`src/rtl/cu_pkg.sv`:
```
`default_nettype none
// +----------------------------------------------------------------------+
// | cu_pkg : opcodes, ALU codes and FSM states for control_unit_mc       |
// | Rev 1.0                                                              |
// +----------------------------------------------------------------------+
package cu_pkg;

    localparam int OPC_W = 6;

    typedef enum logic [5:0] {
        OP_NOP   = 6'd0,
        OP_ADD   = 6'd1,
        OP_SUB   = 6'd2,
        OP_MOV   = 6'd3,
        OP_DIV   = 6'd4,
        OP_MUL   = 6'd5,
        OP_AND   = 6'd6,
        OP_OR    = 6'd7,
        OP_LOAD  = 6'd8,
        OP_STORE = 6'd9
    } opcode_e;

    localparam logic [5:0] ALU_NONE = 6'd0;
    localparam logic [5:0] ALU_ADD  = 6'd1;
    localparam logic [5:0] ALU_SUB  = 6'd2;
    localparam logic [5:0] ALU_DIV  = 6'd4;
    localparam logic [5:0] ALU_MUL  = 6'd5;
    localparam logic [5:0] ALU_AND  = 6'd6;
    localparam logic [5:0] ALU_OR   = 6'd7;

    typedef enum logic [2:0] {
        S_IDLE   = 3'd0,
        S_DECODE = 3'd1,
        S_EXEC   = 3'd2,
        S_WAIT   = 3'd3,
        S_WB     = 3'd4
    } state_e;

endpackage
`default_nettype wire

```
`src/rtl/control_unit_mc_if.sv`:
```
`default_nettype none
// +----------------------------------------------------------------------+
// | control_unit_mc_if : instruction handshake and datapath control bus  |
// | Rev 1.0                                                              |
// +----------------------------------------------------------------------+
interface control_unit_mc_if #(
    parameter int INSTR_W = 32,
    parameter int REG_AW  = 3,
    parameter int IMM_W   = 8
);
    logic               instr_valid;
    logic               instr_ready;
    logic [INSTR_W-1:0] instr;
    logic [5:0]         alu_ctrl;
    logic [REG_AW-1:0]  r1;
    logic [REG_AW-1:0]  r2;
    logic [REG_AW-1:0]  rd;
    logic [IMM_W-1:0]   i1;
    logic [IMM_W-1:0]   i2;
    logic               alu_start;
    logic               alu_done;
    logic               rwe;
    logic               rwe2;
    logic               mwe;
    logic               illegal;
    logic               fault;
    logic               busy;

    modport master (
        output instr_valid, instr, alu_done,
        input  instr_ready, alu_ctrl, r1, r2, rd, i1, i2,
        input  alu_start, rwe, rwe2, mwe, illegal, fault, busy
    );

    modport slave (
        input  instr_valid, instr, alu_done,
        output instr_ready, alu_ctrl, r1, r2, rd, i1, i2,
        output alu_start, rwe, rwe2, mwe, illegal, fault, busy
    );
endinterface
`default_nettype wire

```
`src/rtl/cu_field_decode.sv`:
```
`default_nettype none
// +----------------------------------------------------------------------+
// | cu_field_decode : slices instruction fields and classifies opcode    |
// | Rev 1.0                                                              |
// +----------------------------------------------------------------------+
module cu_field_decode
    import cu_pkg::*;
#(
    parameter int INSTR_W   = 32,
    parameter int REG_AW    = 3,
    parameter int IMM_W     = 8,
    parameter int MUL_MULTI = 1
) (
    input  wire logic [INSTR_W-1:0] i_instr,
    output logic      [5:0]         o_alu_ctrl,
    output logic      [REG_AW-1:0]  o_rd,
    output logic      [REG_AW-1:0]  o_r1,
    output logic      [REG_AW-1:0]  o_r2,
    output logic      [IMM_W-1:0]   o_i1,
    output logic      [IMM_W-1:0]   o_i2,
    output logic                    o_legal,
    output logic                    o_nop,
    output logic                    o_multi,
    output logic                    o_sel_rwe,
    output logic                    o_sel_rwe2,
    output logic                    o_sel_mwe
);
    localparam int c_RD_MSB = INSTR_W - OPC_W - 1;
    localparam int c_R1_MSB = c_RD_MSB - REG_AW;
    localparam int c_R2_MSB = c_R1_MSB - REG_AW;
    localparam int c_I1_MSB = c_R2_MSB - REG_AW;
    localparam int c_I2_MSB = c_I1_MSB - IMM_W;
    localparam int c_PAD_W  = INSTR_W - OPC_W - 3*REG_AW - 2*IMM_W;

    logic [OPC_W-1:0] w_op;

    assign w_op = i_instr[INSTR_W-1 -: OPC_W];
    assign o_rd = i_instr[c_RD_MSB -: REG_AW];
    assign o_r1 = i_instr[c_R1_MSB -: REG_AW];
    assign o_r2 = i_instr[c_R2_MSB -: REG_AW];
    assign o_i1 = i_instr[c_I1_MSB -: IMM_W];
    assign o_i2 = i_instr[c_I2_MSB -: IMM_W];

    // Low-order bits below the last immediate carry no meaning.
    generate
        if (c_PAD_W > 0) begin : g_pad
            logic w_unused_pad;
            assign w_unused_pad = ^i_instr[c_PAD_W-1:0];
        end
    endgenerate

    always_comb begin
        o_alu_ctrl = ALU_NONE;
        o_legal    = 1'b0;
        o_nop      = 1'b0;
        o_multi    = 1'b0;
        o_sel_rwe  = 1'b0;
        o_sel_rwe2 = 1'b0;
        o_sel_mwe  = 1'b0;
        case (w_op)
            OP_NOP:   begin o_legal = 1'b1; o_nop = 1'b1; end
            OP_ADD:   begin o_legal = 1'b1; o_alu_ctrl = ALU_ADD; o_sel_rwe = 1'b1; end
            OP_SUB:   begin o_legal = 1'b1; o_alu_ctrl = ALU_SUB; o_sel_rwe = 1'b1; end
            OP_MOV:   begin o_legal = 1'b1; o_sel_rwe2 = 1'b1; end
            OP_DIV:   begin o_legal = 1'b1; o_alu_ctrl = ALU_DIV; o_sel_rwe = 1'b1; o_multi = 1'b1; end
            OP_MUL:   begin
                o_legal    = 1'b1;
                o_alu_ctrl = ALU_MUL;
                o_sel_rwe  = 1'b1;
                o_multi    = (MUL_MULTI != 0);
            end
            OP_AND:   begin o_legal = 1'b1; o_alu_ctrl = ALU_AND; o_sel_rwe = 1'b1; end
            OP_OR:    begin o_legal = 1'b1; o_alu_ctrl = ALU_OR;  o_sel_rwe = 1'b1; end
            OP_LOAD:  begin o_legal = 1'b1; o_sel_rwe = 1'b1; end
            OP_STORE: begin o_legal = 1'b1; o_sel_mwe = 1'b1; end
            default:  ;
        endcase
    end
endmodule
`default_nettype wire

```
`src/rtl/control_unit_mc.sv`:
```
`default_nettype none
// +----------------------------------------------------------------------+
// | control_unit_mc : multi-cycle instruction sequencer with ALU wait    |
// | Rev 1.0                                                              |
// +----------------------------------------------------------------------+
module control_unit_mc
    import cu_pkg::*;
#(
    parameter int INSTR_W   = 32,
    parameter int REG_AW    = 3,
    parameter int IMM_W     = 8,
    parameter int MUL_MULTI = 1,
    parameter int WAIT_MAX  = 64
) (
    input  wire logic       clk,
    input  wire logic       rst,
    control_unit_mc_if.slave bus
);
    localparam int                 c_CNT_W    = (WAIT_MAX > 1) ? $clog2(WAIT_MAX) : 1;
    localparam logic [c_CNT_W-1:0] c_CNT_LAST = c_CNT_W'(WAIT_MAX - 1);

    state_e               r_state;
    state_e               w_next;
    logic [INSTR_W-1:0]   r_instr;
    logic [c_CNT_W-1:0]   r_cnt;

    logic [5:0]           w_alu_ctrl;
    logic [REG_AW-1:0]    w_rd, w_r1, w_r2;
    logic [IMM_W-1:0]     w_i1, w_i2;
    logic                 w_legal, w_nop, w_multi;
    logic                 w_sel_rwe, w_sel_rwe2, w_sel_mwe;
    logic                 w_start, w_illegal, w_fault, w_rwe, w_rwe2, w_mwe;

    // Fields are decoded from the captured word so they are visible from DECODE onward.
    cu_field_decode #(
        .INSTR_W   (INSTR_W),
        .REG_AW    (REG_AW),
        .IMM_W     (IMM_W),
        .MUL_MULTI (MUL_MULTI)
    ) u_dec (
        .i_instr    (r_instr),
        .o_alu_ctrl (w_alu_ctrl),
        .o_rd       (w_rd),
        .o_r1       (w_r1),
        .o_r2       (w_r2),
        .o_i1       (w_i1),
        .o_i2       (w_i2),
        .o_legal    (w_legal),
        .o_nop      (w_nop),
        .o_multi    (w_multi),
        .o_sel_rwe  (w_sel_rwe),
        .o_sel_rwe2 (w_sel_rwe2),
        .o_sel_mwe  (w_sel_mwe)
    );

    always_ff @(posedge clk) begin
        if (rst) begin
            r_state <= S_IDLE;
            r_instr <= '0;
            r_cnt   <= '0;
        end else begin
            r_state <= w_next;
            if (r_state == S_IDLE && bus.instr_valid) begin
                r_instr <= bus.instr;
            end
            r_cnt <= (r_state == S_WAIT) ? r_cnt + c_CNT_W'(1) : '0;
        end
    end

    always_comb begin
        w_next    = r_state;
        w_start   = 1'b0;
        w_illegal = 1'b0;
        w_fault   = 1'b0;
        w_rwe     = 1'b0;
        w_rwe2    = 1'b0;
        w_mwe     = 1'b0;
        case (r_state)
            S_IDLE: begin
                if (bus.instr_valid) w_next = S_DECODE;
            end
            S_DECODE: begin
                if (!w_legal) begin
                    w_illegal = 1'b1;
                    w_next    = S_IDLE;
                end else if (w_nop) begin
                    w_next = S_IDLE;
                end else begin
                    w_next = S_EXEC;
                end
            end
            S_EXEC: begin
                if (w_multi) begin
                    w_start = 1'b1;
                    w_next  = S_WAIT;
                end else begin
                    w_next = S_WB;
                end
            end
            S_WAIT: begin
                // A done arriving on the last allowed cycle still wins over the timeout.
                if (bus.alu_done) begin
                    w_next = S_WB;
                end else if (r_cnt == c_CNT_LAST) begin
                    w_fault = 1'b1;
                    w_next  = S_IDLE;
                end
            end
            S_WB: begin
                w_rwe  = w_sel_rwe;
                w_rwe2 = w_sel_rwe2;
                w_mwe  = w_sel_mwe;
                w_next = S_IDLE;
            end
            default: w_next = S_IDLE;
        endcase
    end

    // Reset masks every control output so an abandoned instruction never strobes.
    assign bus.instr_ready = (r_state == S_IDLE) && !rst;
    assign bus.busy        = (r_state != S_IDLE) && !rst;
    assign bus.alu_start   = w_start   && !rst;
    assign bus.illegal     = w_illegal && !rst;
    assign bus.fault       = w_fault   && !rst;
    assign bus.rwe         = w_rwe     && !rst;
    assign bus.rwe2        = w_rwe2    && !rst;
    assign bus.mwe         = w_mwe     && !rst;
    assign bus.alu_ctrl    = w_alu_ctrl;
    assign bus.rd          = w_rd;
    assign bus.r1          = w_r1;
    assign bus.r2          = w_r2;
    assign bus.i1          = w_i1;
    assign bus.i2          = w_i2;
endmodule
`default_nettype wire

```
`src/flat_wrapper.sv`:
```
// flat-port wrapper written by rule: the top's interface ports become plain ports
module control_unit_mc_flat import cu_pkg::*;
#(
    parameter int INSTR_W   = 32,
    parameter int REG_AW    = 3,
    parameter int IMM_W     = 8,
    parameter int MUL_MULTI = 1,
    parameter int WAIT_MAX  = 64
)
  (clk, rst, bus_instr_valid, bus_instr, bus_alu_done, bus_instr_ready, bus_alu_ctrl, bus_r1, bus_r2, bus_rd, bus_i1, bus_i2, bus_alu_start, bus_rwe, bus_rwe2, bus_mwe, bus_illegal, bus_fault, bus_busy);
  control_unit_mc_if #(.INSTR_W(INSTR_W), .REG_AW(REG_AW), .IMM_W(IMM_W)) bus_i ();
  input  wire logic clk;
  input  wire logic rst;
  input wire logic [$bits(bus_i.instr_valid)-1:0] bus_instr_valid;
  input wire logic [$bits(bus_i.instr)-1:0] bus_instr;
  input wire logic [$bits(bus_i.alu_done)-1:0] bus_alu_done;
  output wire logic [$bits(bus_i.instr_ready)-1:0] bus_instr_ready;
  output wire logic [$bits(bus_i.alu_ctrl)-1:0] bus_alu_ctrl;
  output wire logic [$bits(bus_i.r1)-1:0] bus_r1;
  output wire logic [$bits(bus_i.r2)-1:0] bus_r2;
  output wire logic [$bits(bus_i.rd)-1:0] bus_rd;
  output wire logic [$bits(bus_i.i1)-1:0] bus_i1;
  output wire logic [$bits(bus_i.i2)-1:0] bus_i2;
  output wire logic [$bits(bus_i.alu_start)-1:0] bus_alu_start;
  output wire logic [$bits(bus_i.rwe)-1:0] bus_rwe;
  output wire logic [$bits(bus_i.rwe2)-1:0] bus_rwe2;
  output wire logic [$bits(bus_i.mwe)-1:0] bus_mwe;
  output wire logic [$bits(bus_i.illegal)-1:0] bus_illegal;
  output wire logic [$bits(bus_i.fault)-1:0] bus_fault;
  output wire logic [$bits(bus_i.busy)-1:0] bus_busy;
  assign bus_i.instr_valid = bus_instr_valid;
  assign bus_i.instr = bus_instr;
  assign bus_i.alu_done = bus_alu_done;
  assign bus_instr_ready = bus_i.instr_ready;
  assign bus_alu_ctrl = bus_i.alu_ctrl;
  assign bus_r1 = bus_i.r1;
  assign bus_r2 = bus_i.r2;
  assign bus_rd = bus_i.rd;
  assign bus_i1 = bus_i.i1;
  assign bus_i2 = bus_i.i2;
  assign bus_alu_start = bus_i.alu_start;
  assign bus_rwe = bus_i.rwe;
  assign bus_rwe2 = bus_i.rwe2;
  assign bus_mwe = bus_i.mwe;
  assign bus_illegal = bus_i.illegal;
  assign bus_fault = bus_i.fault;
  assign bus_busy = bus_i.busy;
  control_unit_mc #(.INSTR_W(INSTR_W), .REG_AW(REG_AW), .IMM_W(IMM_W), .MUL_MULTI(MUL_MULTI), .WAIT_MAX(WAIT_MAX)) u_core (.clk(clk), .rst(rst), .bus(bus_i));
endmodule
```
`config.mk`:
```
export PLATFORM = sky130hd
export DESIGN_NAME = control_unit_mc_flat
export DESIGN_NICKNAME = d
export VERILOG_FILES = /design/src/rtl/cu_pkg.sv /design/src/rtl/control_unit_mc_if.sv /design/src/rtl/cu_field_decode.sv /design/src/rtl/control_unit_mc.sv /design/src/flat_wrapper.sv
export SDC_FILE = /design/constraint.sdc
export NUM_CORES = 1
export LEC_CHECK = 0
export BUFFER_PORTS_ARGS = -buffer_cell sky130_fd_sc_hd__buf_2
export CAP_MARGIN = 20
export CELL_PAD_IN_SITES_DETAIL_PLACEMENT = 1
export CELL_PAD_IN_SITES_GLOBAL_PLACEMENT = 1
export CORE_UTILIZATION = 30
export CTS_CLUSTER_DIAMETER = 80
export DETAILED_ROUTE_END_ITERATION = 12
export MAX_ROUTING_LAYER = met4
export PLACE_DENSITY = 0.83
export SLEW_MARGIN = 5
export SYNTH_ARGS = -nofsm -noshare
export SYNTH_HDL_FRONTEND = slang
export SYNTH_SLANG_ARGS = --single-unit
```
`constraint.sdc`:
```
create_clock -name clk -period 1.15 [get_ports clk]
set_input_delay 0.1725 -clock clk [delete_from_list [all_inputs] [get_ports clk]]
set_output_delay 0.1725 -clock clk [all_outputs]
set_load 0.01 [all_outputs]
```
==> results of run 1 <==
-- layout make-up --
class	instances	area [sq um]	area share
clock buffers	6	72.57	0.02339
clock inverters	1	5.005	0.001613
inverters	4	15.01	0.004839
multi-input cells	151	1260	0.4060
flip-flops and latches	40	820.8	0.2645
well taps	75	93.84	0.03024
repair buffers	109	835.8	0.2694
-- flip-flops by register name, indices dropped and copies added (netlist names) --
register and cells:
u_core.r_cnt 6, u_core.r_state 3, u_core.r_instr 31
-- metal layers --
layer | vias up | part of all wire
met5 | - | 0
met4 | 0 | 0.011
met3 | 5 | 0.037
met2 | 41 | 0.54
met1 | 871 | 0.41
li1 | 885 | -
-- worst min-delay path by stage --
| stage | endpoint | slack [ps] | cells after the start |
|---|---|---|---|
| global route | u_core.r_instr[6] | 100 | 3 |
| detailed placement | u_core.r_instr[5] | 420 | 3 |
| floorplan | u_core.r_instr[10] | 310 | 2 |
| CTS | u_core.r_instr[30] | 100 | 3 |
| finish | u_core.r_instr[28] | 110 | 3 |
| global placement | u_core.r_instr[23] | 410 | 3 |
-- where the power goes --
| part | internal [uW] | leakage (uW) | switching, uW | total [uW] |
|---|---|---|---|---|
| clock network | 413 | 0.0000410 | 488 | 901 |
| logic | 452 | 0.000997 | 454 | 906 |
| registers | 1460 | 0.000332 | 56.5 | 1520 |
| total | 2320 | 0.00137 | 999 | 3320 |
-- placed cells by master, fill, tap and decap left out, types with 6 or more instances in the layout --
cell type,instances
a21oi_2,32
nand2_4,22
nand3_1,6
nand2_2,9
buf_6,12
buf_2,68
nand2_1,34
buf_4,18
nor2_4,7
dfxtp_1,32
-- stage by stage --
stage,setup WS [ps],hold WS [ps],setup TNS (ps),util
after floorplan,-109.0,308.5,-246.9,-
after global placement,-170.1,413.0,-3920,0.3833
after detailed placement,-207.4,419.4,-5353,0.3833
after CTS,-507.2,95.22,-15230,0.4571
after global routing,-540.8,101.3,-18390,0.5241
final,-492.7,107.8,-14990,0.5241
-- critical path, stage by stage (launching register included) --
cell and delay, ps:
dfxtp_2 350, nand2b_4 160, or3b_4 410, nor3_4 110, buf_2 150
-- what timing repair did --
item	CTS	global route
resized for setup	57	98
setup endpoints to repair	51	51
hold buffers	0	0
gates cloned	2	2
setup buffers	21	3
pin swaps	18	51
-- cell families (layout without fill, tap and decap cells) --
family                     count (synthesis)  in the layout  synth area share
AOI/OAI and AO/OA                         40             40            0.1176
other                                      1              3          0.002026
xor gates and xnor gates                   4              4           0.01894
DFF                                       40             40            0.4327
and+or+nand+nor                          102            102            0.2461
adders and majority gates                  1              1          0.006760
buffers and inverters                     47            120            0.1704
muxes                                      1              1          0.005409
==> results.py, run 1 <==
metrics = {
    "sta": {
        "fin_ws_ps": -492.7,
        "final.min_clock_period_ps": 1643,
        "period_share": 1.428,
        "slew_viol_final": 0,
        "rsz0062_at_grt": "true",
        "fin_worst_skew_ps": 5.468,
        "setup_viol": 51,
        "hold_viol_final": 0,
        "fmax_ghz": 0.6088,
    },
    "critical_path": {
        "crit_end": "bus_fault",
        "critical_path_arrival_ps": 1470,
        "timing.rr.start": "u_core.r_state[0]",
        "ff2ff_setup_slack_ps": -380,
        "critPathLaunchType": "register",
        "cp_data_required_time_ps": 980,
        "setup.worst_path.start": "u_core.r_state[2]",
        "reg2reg_depth": 8,
        "cp_max_fo": 3,
        "r2r-end": "u_core.r_instr[10]",
        "end_kind": "primary output",
        "setup.worst_path.class": "register to primary output",
    },
    "route": {
        "drc_errors": 0,
        "drt_iter0_markers": 11,
        "ant_nets": 0,
        "vias": 1802,
        "routed_wl_microns": 5724,
        "viasPerCell": 4.668,
        "wl_per_cell_microns": 14.83,
        "firstDrtPassIters": 2,
    },
    "global_routing": {
        "gr-usage-all-layers": 0.1809,
        "grt_pass1_wl_microns": 8521,
        "grt_overflow": 0,
        "top_usage_layer": "met2",
        "grtUsageMet3": 0.03068,
        "grt_max_degree": 24,
        "grt_pass1_vias": 1771,
        "grt_use_met2": 0.3229,
        "use_met1": 0.2015,
        "antenna_found_initial": 0,
    },
    "power": {
        "vdd_drop_max_mv": 0.5013,
        "power_uw": 3323,
        "power.density_mw_per_mm2": 1071,
        "p_leak_uw": 0.001370,
    },
    "synth": {
        "synth_edf_count": 0,
        "synthArstFlopShare": 0,
        "yosys_register_bits": 40,
        "yosys-top-cells-count": "65 x nand2_1, 40 x dfxtp_1, 34 x a21oi_1",
        "synth_area_sq_mm": 0.001851,
        "yosys_warnings": 0,
        "yosysTopAreaCell": "dfxtp_1",
        "synth.area.top_cells": "dfxtp_1 43%, nand2_1 13%, buf_4 12%, a21oi_1 9.2%, nor2_1 2.2%",
        "yosys_most_used_dff": "dfxtp_1",
        "synthMostInstantiatedCell": "nand2_1",
        "post-synth-top-area-fraction": 0.4327,
        "synthCells": 236,
        "seq_area_frac_synth": 0.4327,
        "postSynthAreaPerCell_sq_um": 7.841,
        "ys_types": 34,
    },
    "final_layout": {
        "antenna-diode-count": 0,
        "drive_gt1_frac": 0.6913,
        "nets": 348,
        "fillCellCount": 684,
        "finalNonFillerCells": 386,
        "area_growth_syn_to_layout_pct": 67.68,
        "postLayoutCellArea_sq_mm": 0.003103,
    },
    "floorplanning": {
        "ioPinCount": 75,
        "die_area_sq_mm": 0.006487,
        "die_h_microns": 80.54,
        "die_w_microns": 80.54,
        "core_area_sq_mm": 0.005921,
        "fp-row-count": 28,
        "start_util": 0.3126,
    },
    "cts": {
        "clock_sinks": 40,
        "clockRootBuffer": "clkbuf_8",
        "htree_levels": 2,
        "clockBufferDepth": 2,
        "clkLatencyLatePin_ps": 290,
        "cts_inserted_buffers": 5,
        "clk_pin_slew_ps": 80,
        "cts_tree": "done",
    },
    "placed_design": {
        "place_area_sq_mm": 0.002270,
        "place_congestion": 0.8235,
        "port_buffers": 70,
        "place_inst": 365,
        "hpwl_microns": 3432,
    },
    "outcome": {
        "status": "finished, violations left",
        "violations": "setup timing",
    },
    "min_path": {
        "min_from": "bus_instr[28]",
        "hold_path.class": "input port to register",
    },
    "run": {
        "maxCapViolCount": 0,
    },
}
Power figures use the tool's default switching activity.
==> inputs of run 2 (changes only) <==
- CORE_UTILIZATION: 30 -> 31
- SYNTH_HIERARCHICAL: not set -> 1
==> results.py, run 2 <==
metrics = {
    "outcome": {
        "status": "finished, violations left",
        "violations": "setup timing",
    },
    "critical_path": {
        "setup.worst_path.class": "register to primary output",
        "crit_family": "simple AND/OR/NAND/NOR gates",
        "crit_end": "bus_alu_start",
        "end_kind": "primary output",
        "cp_data_required_time_ps": 980,
        "cp_cell_sequence": "or2_4, nor2_4, and3_4, inv_4, nor3_4, buf_2",
        "critPathLaunchType": "register",
        "ff2ff_setup_slack_ps": -570,
        "cp_slowest_stage_delay_ps": 340,
        "cp_max_fo": 4,
        "reg2reg_depth": 8,
        "timing.rr.start": "u_core/r_instr[30]",
        "worst-path-stages": 6,
        "r2r-end": "u_core/r_state[0]",
        "path_buf_inv": 2,
        "critPathSlowestCell": "dfxtp_2",
        "setup.worst_path.start": "u_core/r_instr[30]",
        "critical_path_arrival_ps": 1550,
    },
    "final_layout": {
        "antenna-diode-count": 0,
        "drive_gt1_frac": 0.7027,
        "largest_register": "u_core/r_instr",
        "largest_reg_flops": 31,
        "nets": 369,
        "area_growth_syn_to_layout_pct": 68.41,
        "postLayoutCellArea_sq_mm": 0.003296,
        "fillCellCount": 698,
        "final_common_cell": "buf_2",
        "most-common-layout-cells": "68 x buf_2, 33 x buf_4, 33 x nand2_1, 30 x nand2_4, 30 x a21oi_2",
        "reg_top3": "u_core/r_instr x31, u_core/r_cnt x6, u_core/r_state x3",
    },
    "global_routing": {
        "antenna_found_initial": 0,
        "gr-usage-all-layers": 0.1822,
        "grt_overflow": 0,
        "grt_pass1_vias": 1810,
        "grt_pass1_wl_microns": 8852,
        "grt_max_degree": 33,
    },
    "sta": {
        "slew_headroom": 0.6415,
        "setup_viol": 45,
        "period_share": 1.501,
        "rsz0062_at_grt": "true",
        "slew_viol_final": 0,
        "final.min_clock_period_ps": 1726,
        "fin_worst_skew_ps": 10.21,
        "hold_viol_final": 0,
        "fin_ws_ps": -576.0,
        "worst_slew_pin_slew_ps": 537.8,
        "fmax_ghz": 0.5794,
        "setup_tns_ps": -17640,
    },
    "synth": {
        "synth_area_sq_mm": 0.001957,
        "yosys_warnings": 6,
        "postSynthAreaPerCell_sq_um": 7.987,
        "synthCells": 245,
    },
    "cts": {
        "cts_inserted_buffers": 5,
        "clockRootBuffer": "clkbuf_8",
        "clkLatencyLatePin_ps": 290,
        "clk_pin_slew_ps": 80,
        "clockBufferDepth": 2,
        "clock_sinks": 40,
        "cts_tree": "done",
        "htree_levels": 2,
    },
    "min_path": {
        "hold_path.class": "input port to register",
    },
    "placed_design": {
        "place_area_sq_mm": 0.002336,
        "place_congestion": 0.8119,
        "port_buffers": 70,
        "hpwl_microns": 3482,
    },
    "floorplanning": {
        "fp-row-count": 28,
        "start_util": 0.3266,
        "die_w_microns": 81.45,
        "die_h_microns": 81.45,
        "ioPinCount": 75,
        "die_area_sq_mm": 0.006634,
        "core_area_sq_mm": 0.005991,
    },
    "run": {
        "maxCapViolCount": 0,
    },
    "power": {
        "p_leak_uw": 0.001514,
        "vdd_drop_max_mv": 0.6016,
        "power_uw": 3967,
        "power.density_mw_per_mm2": 1204,
    },
    "route": {
        "vias": 1986,
        "ant_nets": 0,
        "drc_errors": 0,
        "firstDrtPassIters": 4,
        "drt_iter0_markers": 16,
        "wl_per_cell_microns": 17.26,
        "routed_wl_microns": 7043,
        "viasPerCell": 4.868,
    },
}
run 2: worst min path at each step:
stage                              end          start  cells after the start
CTS                 u_core/r_instr[28]  bus_instr[28]                      3
floorplan           u_core/r_instr[10]  bus_instr[10]                      2
global placement    u_core/r_instr[21]  bus_instr[21]                      3
detailed placement  u_core/r_instr[28]  bus_instr[28]                      3
finish              u_core/r_instr[30]  bus_instr[30]                      3
global route        u_core/r_instr[10]  bus_instr[10]                      3
run 2: power breakdown:
group / internal [uW] / switching (uW)
Sequential: 1480 / 106
Clock: 645 / 493
Combinational: 613 / 633
Total: 2730 / 1230
run 2: repair_timing:
item / CTS / global route
hold endpoints to repair: 0 / 0
cloned: 2 / 3
pin swaps: 29 / 60
setup endpoints to repair: 46 / 46
buffers inserted: 8 / 14
hold buffers: 0 / 0
gates resized for setup: 58 / 106
run 2: stage by stage:
step | util | cells | hold slack (ps) | setup WS (ps)
detailed placement | 0.3899 | 374 | 419.6 | -259.9
finish | 0.5501 | 408 | 127.7 | -576.0
global route | 0.5501 | 408 | 118.8 | -631.8
CTS | 0.4620 | 392 | 104.0 | -534.5
floorplan | - | 247 | 308.5 | -227.7
global placement | 0.3899 | 374 | 414.1 | -198.1
run 2: worst register-to-register path, cell delays in order, from the launching register on:
cell and delay [ps]:
dfxtp_2 340, or2_4 290, nor2_4 130, and3_4 230, inv_4 40, buf_4 130
buf_6 120, a211oi_4 250, o21a_1 140
run 2: layer usage:
metal | part of all wire | GRT usage
met3 | 0.045 | 0.03667
met1 | 0.39 | 0.2133
met4 | 0.020 | 0.06250
met5 | 0 | -
met2 | 0.54 | 0.3092
run 2: layout make-up:
class	count	area [sq um]	share of cell area
Multi-Input combinational cell	158	1356	0.4115
Timing Repair Buffer	121	885.9	0.2688
Sequential cell	40	827.0	0.2509
Tap cell	75	93.84	0.02847
Clock buffer	6	72.57	0.02202
Clock inverter	2	35.03	0.01063
Inverter	6	25.02	0.007593
==> inputs of run 3 (changes only) <==
- TNS_END_PERCENT: not set -> 10
==> results.py, run 3 (same netlist as run 2, synthesis figures left out) <==
metrics = {
    "min_path": {
        "hold_path.class": "input port to register",
        "min_from": "bus_instr[12]",
        "holdPathEnd": "u_core/r_instr[12]",
        "hold_path_depth": 3,
    },
    "cts": {
        "htree_levels": 2,
        "clock_sinks": 40,
        "clk_pin_slew_ps": 80,
        "cts_tree": "done",
        "clkLatencyLatePin_ps": 280,
        "clockRootBuffer": "clkbuf_8",
        "cts_inserted_buffers": 5,
        "clockBufferDepth": 2,
    },
    "placed_design": {
        "place_inst": 375,
        "port_buffers": 70,
        "place_congestion": 0.8759,
        "hpwl_microns": 3676,
    },
    "floorplanning": {
        "start_util": 0.3266,
        "die_area_sq_mm": 0.006634,
        "fp-row-count": 28,
        "die_w_microns": 81.45,
        "die_h_microns": 81.45,
        "ioPinCount": 75,
        "core_area_sq_mm": 0.005991,
    },
    "critical_path": {
        "critPathSlowestCell": "dfxtp_2",
        "ff2ff_setup_slack_ps": -320,
        "reg2reg_depth": 7,
        "critical_path_arrival_ps": 1480,
        "cp_max_fo": 4,
        "setup.worst_path.class": "register to primary output",
        "cp_data_required_time_ps": 980,
        "critPathLaunchType": "register",
        "cp_slowest_stage_delay_ps": 330,
        "r2r-end": "u_core/r_state[0]",
        "cp_cell_sequence": "or2_4, nor2_4, and3_4, inv_4, nor3_4, buf_2",
        "timing.rr.start": "u_core/r_instr[31]",
        "end_kind": "primary output",
    },
    "final_layout": {
        "area_growth_syn_to_layout_pct": 32.67,
        "fillCellCount": 766,
        "post-route-util": 0.4334,
        "reg_top3": "u_core/r_instr x31, u_core/r_cnt x6, u_core/r_state x3",
        "largest_register": "u_core/r_instr",
        "finalNonFillerCells": 386,
        "most-common-layout-cells": "69 x buf_2, 65 x nand2_1, 32 x a21oi_1, 30 x dfxtp_1, 25 x buf_4",
        "nets": 347,
        "antenna-diode-count": 0,
        "multi_input_area_sq_um": 967.2,
        "area.sequential_sq_um": 813.3,
        "drive_gt1_frac": 0.4630,
        "final_common_cell": "buf_2",
        "largest_reg_flops": 31,
    },
    "power": {
        "p_leak_uw": 0.001160,
        "vdd_drop_max_mv": 0.6283,
        "power_uw": 3404,
        "power.density_mw_per_mm2": 1311,
    },
    "route": {
        "ant_nets": 0,
        "firstDrtPassIters": 4,
        "viasPerCell": 4.632,
        "routed_wl_microns": 5081,
        "drt_iter0_markers": 37,
        "wl_per_cell_microns": 13.16,
        "drc_errors": 0,
        "vias": 1788,
    },
    "global_routing": {
        "gr-usage-all-layers": 0.1611,
        "grt_max_degree": 18,
        "grt_pass1_vias": 1751,
        "antenna_found_initial": 0,
        "grt_pass1_wl_microns": 7838,
        "grt_overflow": 0,
    },
    "sta": {
        "final.min_clock_period_ps": 1653,
        "fmax_ghz": 0.6048,
        "period_share": 1.438,
        "slew_viol_final": 0,
        "setup_tns_ps": -10520,
        "fin_ws_ps": -503.4,
        "fin_worst_skew_ps": 2.674,
        "whs_ps": 116.8,
        "setup_viol": 45,
        "rsz0062_at_grt": "true",
        "hold_viol_final": 0,
    },
    "run": {
        "maxCapViolCount": 0,
    },
    "outcome": {
        "status": "finished, violations left",
        "violations": "setup timing",
    },
}
-- run 3: layout make-up --
type | instances | area share
Clock buffer | 6 | 0.02795
Clock inverter | 2 | 0.01349
Inverter | 6 | 0.009639
Multi-Input combinational cell | 158 | 0.3725
Sequential cell | 40 | 0.3133
Tap cell | 75 | 0.03614
Timing Repair Buffer | 99 | 0.2270
-- run 3: metrics by stage --
| stage | setup slack, ps | cell area, sq um |
|---|---|---|
| 2_1_floorplan | -227.7 | 1993 |
| 3_3_place_gp | -221.6 | 2322 |
| 3_5_place_dp | -241.8 | 2322 |
| 4_1_cts | -520.0 | 2492 |
| 5_1_grt | -581.4 | 2596 |
| 6_report | -503.4 | 2596 |
-- run 3: layer usage --
metal / wire length [microns] / GRT usage
met5: 0 / -
met2: 2560 / 0.2700
met3: 238 / 0.03222
met4: 70 / 0.06786
met1: 2212 / 0.1867
-- run 3: worst max-delay path by stage --
stage / startpoint / end / slack, ps / cells past startpoint
floorplan: u_core/r_state[2] / u_core/r_instr[27] / -230 / 6
global placement: u_core/r_state[2] / bus_rwe2 / -220 / 4
detailed placement: u_core/r_instr[30] / u_core/r_state[0] / -240 / 6
CTS: u_core/r_instr[31] / bus_alu_start / -520 / 6
global route: u_core/r_instr[31] / bus_alu_start / -580 / 6
finish: u_core/r_instr[31] / bus_alu_start / -500 / 6
-- run 3: where the power goes --
part / switching [uW] / internal [uW]
Clock: 472 / 644
Sequential: 61.2 / 1480
Combinational: 402 / 345
Total: 935 / 2470
-- run 3: critical path: cells and delay by family, from the launching register on --
| kind | cells | cell delay [ps] |
|---|---|---|
| flip-flops | 1 | 330 |
| AND/OR/NAND/NOR | 4 | 690 |
| buffers and inverters | 2 | 190 |
-- run 3: repair_timing --
item / in CTS / in global routing
buffers inserted: 1 / 2
pin swaps: 4 / 5
hold buffers: 0 / 0
resized for setup: 14 / 23
endpoints found under the setup margin: 45 / 50
